[config.mk]
export PLATFORM = sky130hd
export DESIGN_NAME = rc4_encrypt_fsm
export DESIGN_NICKNAME = d
export VERILOG_FILES = /design/src/rtl/rc4_encrypt_fsm.sv
export SDC_FILE = /design/constraint.sdc
export NUM_CORES = 1
export LEC_CHECK = 0
export CAP_MARGIN = 30
export CORE_MARGIN = 3
export CORE_UTILIZATION = 49
export DETAILED_ROUTE_END_ITERATION = 16
export PLACE_DENSITY = 0.76
export SLEW_MARGIN = 20
export SYNTH_ARGS = -nofsm -noshare
export SYNTH_HDL_FRONTEND = slang
export SYNTH_SLANG_ARGS = --single-unit
[constraint.sdc]
create_clock -name clock -period 2.8 [get_ports clock]
set_input_delay 0.7 -clock clock [delete_from_list [all_inputs] [get_ports clock]]
set_output_delay 0.7 -clock clock [all_outputs]
set_load 0.01 [all_outputs]
[src/rtl/rc4_encrypt_fsm.sv]
// RC4 PRGA encryptor. It walks a prepared S array held in an external
// single-port RAM and XORs each keystream byte with a plaintext byte.
// Each ciphertext byte is written to a single-port RAM.
// All outputs are registered and decoded from the next state, so every
// output is aligned with the state that owns it.
module rc4_encrypt_fsm #(
  parameter int MSG_LEN = 32,
  parameter int MSG_AW  = 5
) (
  input  logic              clock,
  input  logic              reset,
  input  logic              start,
  input  logic [7:0]        s_q,
  output logic [7:0]        s_address,
  output logic [7:0]        s_data,
  output logic              s_wren,
  input  logic [7:0]        pt_q,
  output logic [MSG_AW-1:0] pt_address,
  output logic [MSG_AW-1:0] ct_address,
  output logic [7:0]        ct_data,
  output logic              ct_wren,
  output logic              finish
);

  localparam logic [3:0] IDLE   = 4'd0;
  localparam logic [3:0] INC_I  = 4'd1;
  localparam logic [3:0] RD_SI  = 4'd2;
  localparam logic [3:0] WT_SI  = 4'd3;
  localparam logic [3:0] CALC_J = 4'd4;
  localparam logic [3:0] RD_SJ  = 4'd5;
  localparam logic [3:0] WT_SJ  = 4'd6;
  localparam logic [3:0] WR_SI  = 4'd7;
  localparam logic [3:0] WR_SJ  = 4'd8;
  localparam logic [3:0] RD_F   = 4'd9;
  localparam logic [3:0] WT_F   = 4'd10;
  localparam logic [3:0] WR_CT  = 4'd11;
  localparam logic [3:0] NEXT   = 4'd12;
  localparam logic [3:0] DONE   = 4'd13;

  localparam logic [MSG_AW-1:0] K_LAST = MSG_AW'(MSG_LEN - 1);

  logic [3:0]        state_reg, state_next;
  logic [7:0]        i_reg, i_next;
  logic [7:0]        j_reg, j_next;
  logic [7:0]        si_reg, si_next;
  logic [7:0]        sj_reg, sj_next;
  logic [7:0]        f_reg, f_next;
  logic [7:0]        pt_reg, pt_next;
  logic [MSG_AW-1:0] k_reg, k_next;

  logic [7:0]        s_address_next;
  logic [7:0]        s_data_next;
  logic              s_wren_next;
  logic [MSG_AW-1:0] pt_address_next;
  logic [MSG_AW-1:0] ct_address_next;
  logic [7:0]        ct_data_next;
  logic              ct_wren_next;
  logic              finish_next;

  // State sequencing and datapath updates for the current state.
  always_comb begin
    state_next = state_reg;
    i_next     = i_reg;
    j_next     = j_reg;
    si_next    = si_reg;
    sj_next    = sj_reg;
    f_next     = f_reg;
    pt_next    = pt_reg;
    k_next     = k_reg;
    case (state_reg)
      IDLE: begin
        i_next = 8'd0;
        j_next = 8'd0;
        k_next = '0;
        if (start) state_next = INC_I;
      end
      INC_I: begin
        i_next     = i_reg + 8'd1;
        state_next = RD_SI;
      end
      RD_SI:  state_next = WT_SI;
      WT_SI: begin
        si_next    = s_q;
        state_next = CALC_J;
      end
      CALC_J: begin
        j_next     = j_reg + si_reg;
        state_next = RD_SJ;
      end
      RD_SJ:  state_next = WT_SJ;
      WT_SJ: begin
        sj_next    = s_q;
        state_next = WR_SI;
      end
      WR_SI:  state_next = WR_SJ;
      WR_SJ:  state_next = RD_F;
      RD_F:   state_next = WT_F;
      WT_F: begin
        f_next     = s_q;
        pt_next    = pt_q;
        state_next = WR_CT;
      end
      WR_CT:  state_next = NEXT;
      NEXT: begin
        if (k_reg == K_LAST) begin
          state_next = DONE;
        end else begin
          k_next     = k_reg + MSG_AW'(1);
          state_next = INC_I;
        end
      end
      DONE: begin
        if (!start) state_next = IDLE;
      end
      default: state_next = IDLE;
    endcase
  end

  // Output values for the state being entered, so they appear with it.
  always_comb begin
    s_address_next  = 8'd0;
    s_data_next     = 8'd0;
    s_wren_next     = 1'b0;
    pt_address_next = '0;
    ct_address_next = '0;
    ct_data_next    = 8'd0;
    ct_wren_next    = 1'b0;
    finish_next     = 1'b0;
    case (state_next)
      RD_SI: s_address_next = i_next;
      RD_SJ: s_address_next = j_next;
      WR_SI: begin
        s_address_next = i_next;
        s_data_next    = sj_next;
        s_wren_next    = 1'b1;
      end
      WR_SJ: begin
        // When i == j this second write lands on the same cell and leaves
        // the original S[i] there, which is the intended swap result.
        s_address_next = j_next;
        s_data_next    = si_next;
        s_wren_next    = 1'b1;
      end
      RD_F: begin
        s_address_next  = si_next + sj_next;
        pt_address_next = k_next;
      end
      WR_CT: begin
        ct_address_next = k_next;
        ct_data_next    = f_next ^ pt_next;
        ct_wren_next    = 1'b1;
      end
      DONE: finish_next = 1'b1;
      default: ;
    endcase
  end

  // State, datapath and output registers; reset drops every output at once.
  always_ff @(posedge clock or posedge reset) begin
    if (reset) begin
      state_reg  <= IDLE;
      i_reg      <= 8'd0;
      j_reg      <= 8'd0;
      si_reg     <= 8'd0;
      sj_reg     <= 8'd0;
      f_reg      <= 8'd0;
      pt_reg     <= 8'd0;
      k_reg      <= '0;
      s_address  <= 8'd0;
      s_data     <= 8'd0;
      s_wren     <= 1'b0;
      pt_address <= '0;
      ct_address <= '0;
      ct_data    <= 8'd0;
      ct_wren    <= 1'b0;
      finish     <= 1'b0;
    end else begin
      state_reg  <= state_next;
      i_reg      <= i_next;
      j_reg      <= j_next;
      si_reg     <= si_next;
      sj_reg     <= sj_next;
      f_reg      <= f_next;
      pt_reg     <= pt_next;
      k_reg      <= k_next;
      s_address  <= s_address_next;
      s_data     <= s_data_next;
      s_wren     <= s_wren_next;
      pt_address <= pt_address_next;
      ct_address <= ct_address_next;
      ct_data    <= ct_data_next;
      ct_wren    <= ct_wren_next;
      finish     <= finish_next;
    end
  end

endmodule
==> results.py <==
metrics = {
    "run_status": {
        "status": "finished clean",
    },
    "synth": {
        "yosysMostFrequentCell": "dfrtp_1",
        "ys.warnings.count": 0,
        "synth.cells.most_frequent": "dfrtp_1, nand2_1, nor2_1, ha_1, o21ai_0",
        "synth.top_cells.by_area": "dfrtp_1, nand2_1, ha_1, nor2_1, mux2i_1",
        "synth_flop_cell": "dfrtp_1",
        "post_synth_num_cell_types": 53,
        "post_synth_inst_count": 393,
        "ys_seq_area_share_pct": 48.8,
        "synth-seq-cells": 78,
        "mappedNetlistNets": 430,
        "syn_area_sq_mm": 0.00400,
        "synth_edf_count": 0,
        "synth_area_per_cell_sq_um": 10.2,
        "asyncSetResetFlopFracSynth_pct": 100,
        "yosysTopAreaCellShare_pct": 48.8,
        "synth_largest_area_cell": "dfrtp_1",
    },
    "worst_setup_path": {
        "worst_r2r_startpoint": "state_reg[2]$_DFF_PP0_",
        "critical_path.startpoint": "s_q[0]",
        "setup.reg_to_reg.worst_slack_ns": 0.15,
        "criticalPathCategory": "input port to flip-flop",
        "r2r-end": "s_address[6]$_DFF_PP0_",
        "path_depth": 11,
        "cpMaxStageDelayCell": "clkdlybuf4s50_1",
        "setup.worst_path.end": "s_address[6]$_DFF_PP0_",
        "timing.critical_path.to_type": "flip-flop",
        "start_kind": "input port",
        "worstPathBufferInverterCount": 2,
        "cp.required_ns": 3.00,
        "cp_data_arrival_time_ns": 2.87,
        "rr_worst_depth": 11,
        "cell_family_contributing_the_most_delay_on_the_critical_path": "compound AO/OA/AOI/OAI gates",
        "critical_path_cell_by_cell": "clkdlybuf4s50_1 -> mux2_1 -> ha_1 -> inv_1 -> fa_1 -> nor2b_1 -> o21ai_1 -> a21oi_2 -> nor4_2 -> a31oi_1 -> o211ai_1",
        "crit_path_max_fanout": 3,
        "critical_path.max_stage_delay_ns": 0.50,
    },
    "routing": {
        "ant_nets": 0,
        "drt-pass1-iter-count": 5,
        "vias_per_cell": 5.59,
        "met2RoutedLength_mm": 4.57,
        "met3RoutedLength_microns": 429,
        "top_signal_layer_used": "met4",
        "wirelength_mm": 9.14,
        "first_iter_violations": 182,
        "detail_route.wl_per_cell_microns": 16.1,
        "drc_errors": 0,
        "routed-via-count": 3182,
        "wl_met1_mm": 3.98,
    },
    "clock_tree": {
        "cts_hold_buf": 0,
        "clk_pin_slew_worst_paths_ns": 0.08,
        "cts_max_path_buffers": 2,
        "clockRootBuffer": "clkbuf_8",
        "htree_num_levels": 3,
        "tritoncts": "built",
        "cts_sinks": 78,
        "number_of_buffers_created_by_cts": 9,
        "worst_skew_pair.late_latency_ns": 0.35,
    },
    "power": {
        "power_leakage_nw": 2.29,
        "finalPower_mw": 5.23,
        "power.ir.vdd_worst_v": 0.000831,
        "cellPowerDensity_mw_per_mm2": 1050,
    },
    "timing": {
        "timing_hold_violations_final": 0,
        "fin_skew_ns": 0.0126,
        "rsz0062_at_grt": "no",
        "max_frequency_ghz": 0.375,
        "finalSetupViolCount": 0,
        "timing.final.crit_share_pct": 95.3,
        "worst_slew_pin_slew_ns": 0.575,
        "report.final.slew_viol_count": 0,
        "period_needed_ns": 2.67,
        "worst_slew_margin_rel_pct": 61.2,
    },
    "cells_and_area": {
        "drive_gt1_share_pct": 11.6,
        "fin_cells": 569,
        "finalNetCount": 500,
        "fin_area_sq_mm": 0.00499,
        "layout-area-overhead-vs-synth_pct": 24.6,
        "antenna_cells_inserted": 0,
    },
    "grt": {
        "grt_use_total_pct": 21.2,
        "grt_start_max_net_pins": 28,
        "grt-ovfl-total": 0,
        "grt_antenna_before_repair": 0,
        "grt_pass1_wl_mm": 15.2,
        "vias_in_the_first_global_route": 3141,
    },
    "floorplanning": {
        "core_area_sq_mm": 0.00785,
        "die_area_sq_mm": 0.00929,
        "boundaryPins": 56,
        "die_y_microns": 96.4,
        "initial_utilization_pct": 51.0,
        "die_width_microns": 96.4,
        "row_count": 32,
    },
    "worst_hold_path": {
        "min-delay-path-class": "flip-flop to flip-flop",
        "worst_hold_path.num_cells": 2,
    },
    "placed_design": {
        "place_inst": 552,
        "port_buffers": 55,
        "place_hpwl_mm": 6.90,
        "routabilityCongestion": 0.858,
        "placed_cell_area_sq_mm": 0.00474,
    },
    "flow_run": {
        "max_cap_viol_count": 0,
    },
}
-- cell type report --
class / count / area (sq um)
fill: 619 / 2860
sequential: 78 / 1950
multi-input combinational: 286 / 1940
timing repair buffer: 77 / 732
clock buffer: 10 / 138
tap: 102 / 128
clock inverter: 5 / 58.8
inverter: 11 / 41.3
-- cells by family after synthesis --
family / synth area share, %
simple gates: 18.9
compound gates: 13.8
flops: 48.8
buf+inv: 3.63
mux: 4.97
xor+xnor: 3.94
fa+ha+maj: 6.00
-- where the power goes --
| part | internal (mW) | switching [mW] | total, mW | leakage, nW |
|---|---|---|---|---|
| clock | 0.433 | 0.409 | 0.841 | 0.0948 |
| combinational | 1.23 | 1.54 | 2.77 | 1.16 |
| sequential | 1.42 | 0.204 | 1.62 | 1.04 |
| total | 3.08 | 2.15 | 5.23 | 2.29 |
-- worst min path at each step --
| stage | slack, ns | to | from |
|---|---|---|---|
| after detailed placement | 0.47 | sj_reg[0]$_DFF_PP0_ | sj_reg[0]$_DFF_PP0_ |
| final | 0.48 | sj_reg[0]$_DFF_PP0_ | sj_reg[0]$_DFF_PP0_ |
| after CTS | 0.48 | sj_reg[0]$_DFF_PP0_ | sj_reg[0]$_DFF_PP0_ |
| after global routing | 0.53 | sj_reg[3]$_DFF_PP0_ | sj_reg[3]$_DFF_PP0_ |
| after floorplan | 0.44 | sj_reg[0]$_DFF_PP0_ | sj_reg[0]$_DFF_PP0_ |
| after global placement | 0.46 | sj_reg[3]$_DFF_PP0_ | sj_reg[3]$_DFF_PP0_ |
-- what timing repair did --
item                       CTS  global route
setup buffers                0             2
setup endpoints to repair    0             5
resized for setup            0             8
-- per-layer routing --
layer | global-route usage [%] | vias to the layer above
li1 | - | 1520
met4 | 7.01 | 0
met5 | 0 | -
met3 | 5.34 | 16
met1 | 27.8 | 1567
met2 | 34.6 | 79
-- tightest hold or removal path, cell delays in order (launching register included) --
cell     delay [ns]
dfrtp_1        0.33
nand2_1        0.04
nand2_1        0.07
-- placed cells by master (no fill, tap or decap), types with 2 or more instances in the layout --
cell type,instances
ha_1,16
nand2b_1,9
clkinvlp_4,2
dfrtp_1,78
fa_1,2
mux2_1,7
nor3_1,6
or3_4,2
a221o_1,4
nor2b_1,5
nor3b_1,2
o21bai_1,4
clkbuf_8,10
inv_2,2
nor3_2,3
buf_4,20
xor2_1,5
nand3_1,4
a31oi_1,3
mux2i_1,11
nor4_2,2
o211ai_1,2
a211oi_1,6
o21ai_0,14
nand4_1,4
o21ai_1,10
nand3b_1,2
xnor2_1,13
and3_1,6
nor2_1,38
and2_1,3
a21oi_1,10
inv_1,9
nor4_1,2
nand2_1,56
a21o_1,3
clkdlybuf4s50_1,55
a22o_1,10
o21a_1,3
-- stage by stage --
stage	hold WS, ns	setup TNS, ns	setup slack (ns)	utilization (%)
after global placement	0.459	-0.290	-0.116	60.4
final	0.484	0	0.131	63.6
after detailed placement	0.466	-0.676	-0.250	60.4
after floorplan	0.444	0	0.105	-
after global routing	0.529	0	0.00679	63.6
after CTS	0.485	0	0.00925	62.9
No activity file was read; power rests on OpenSTA's default activity.
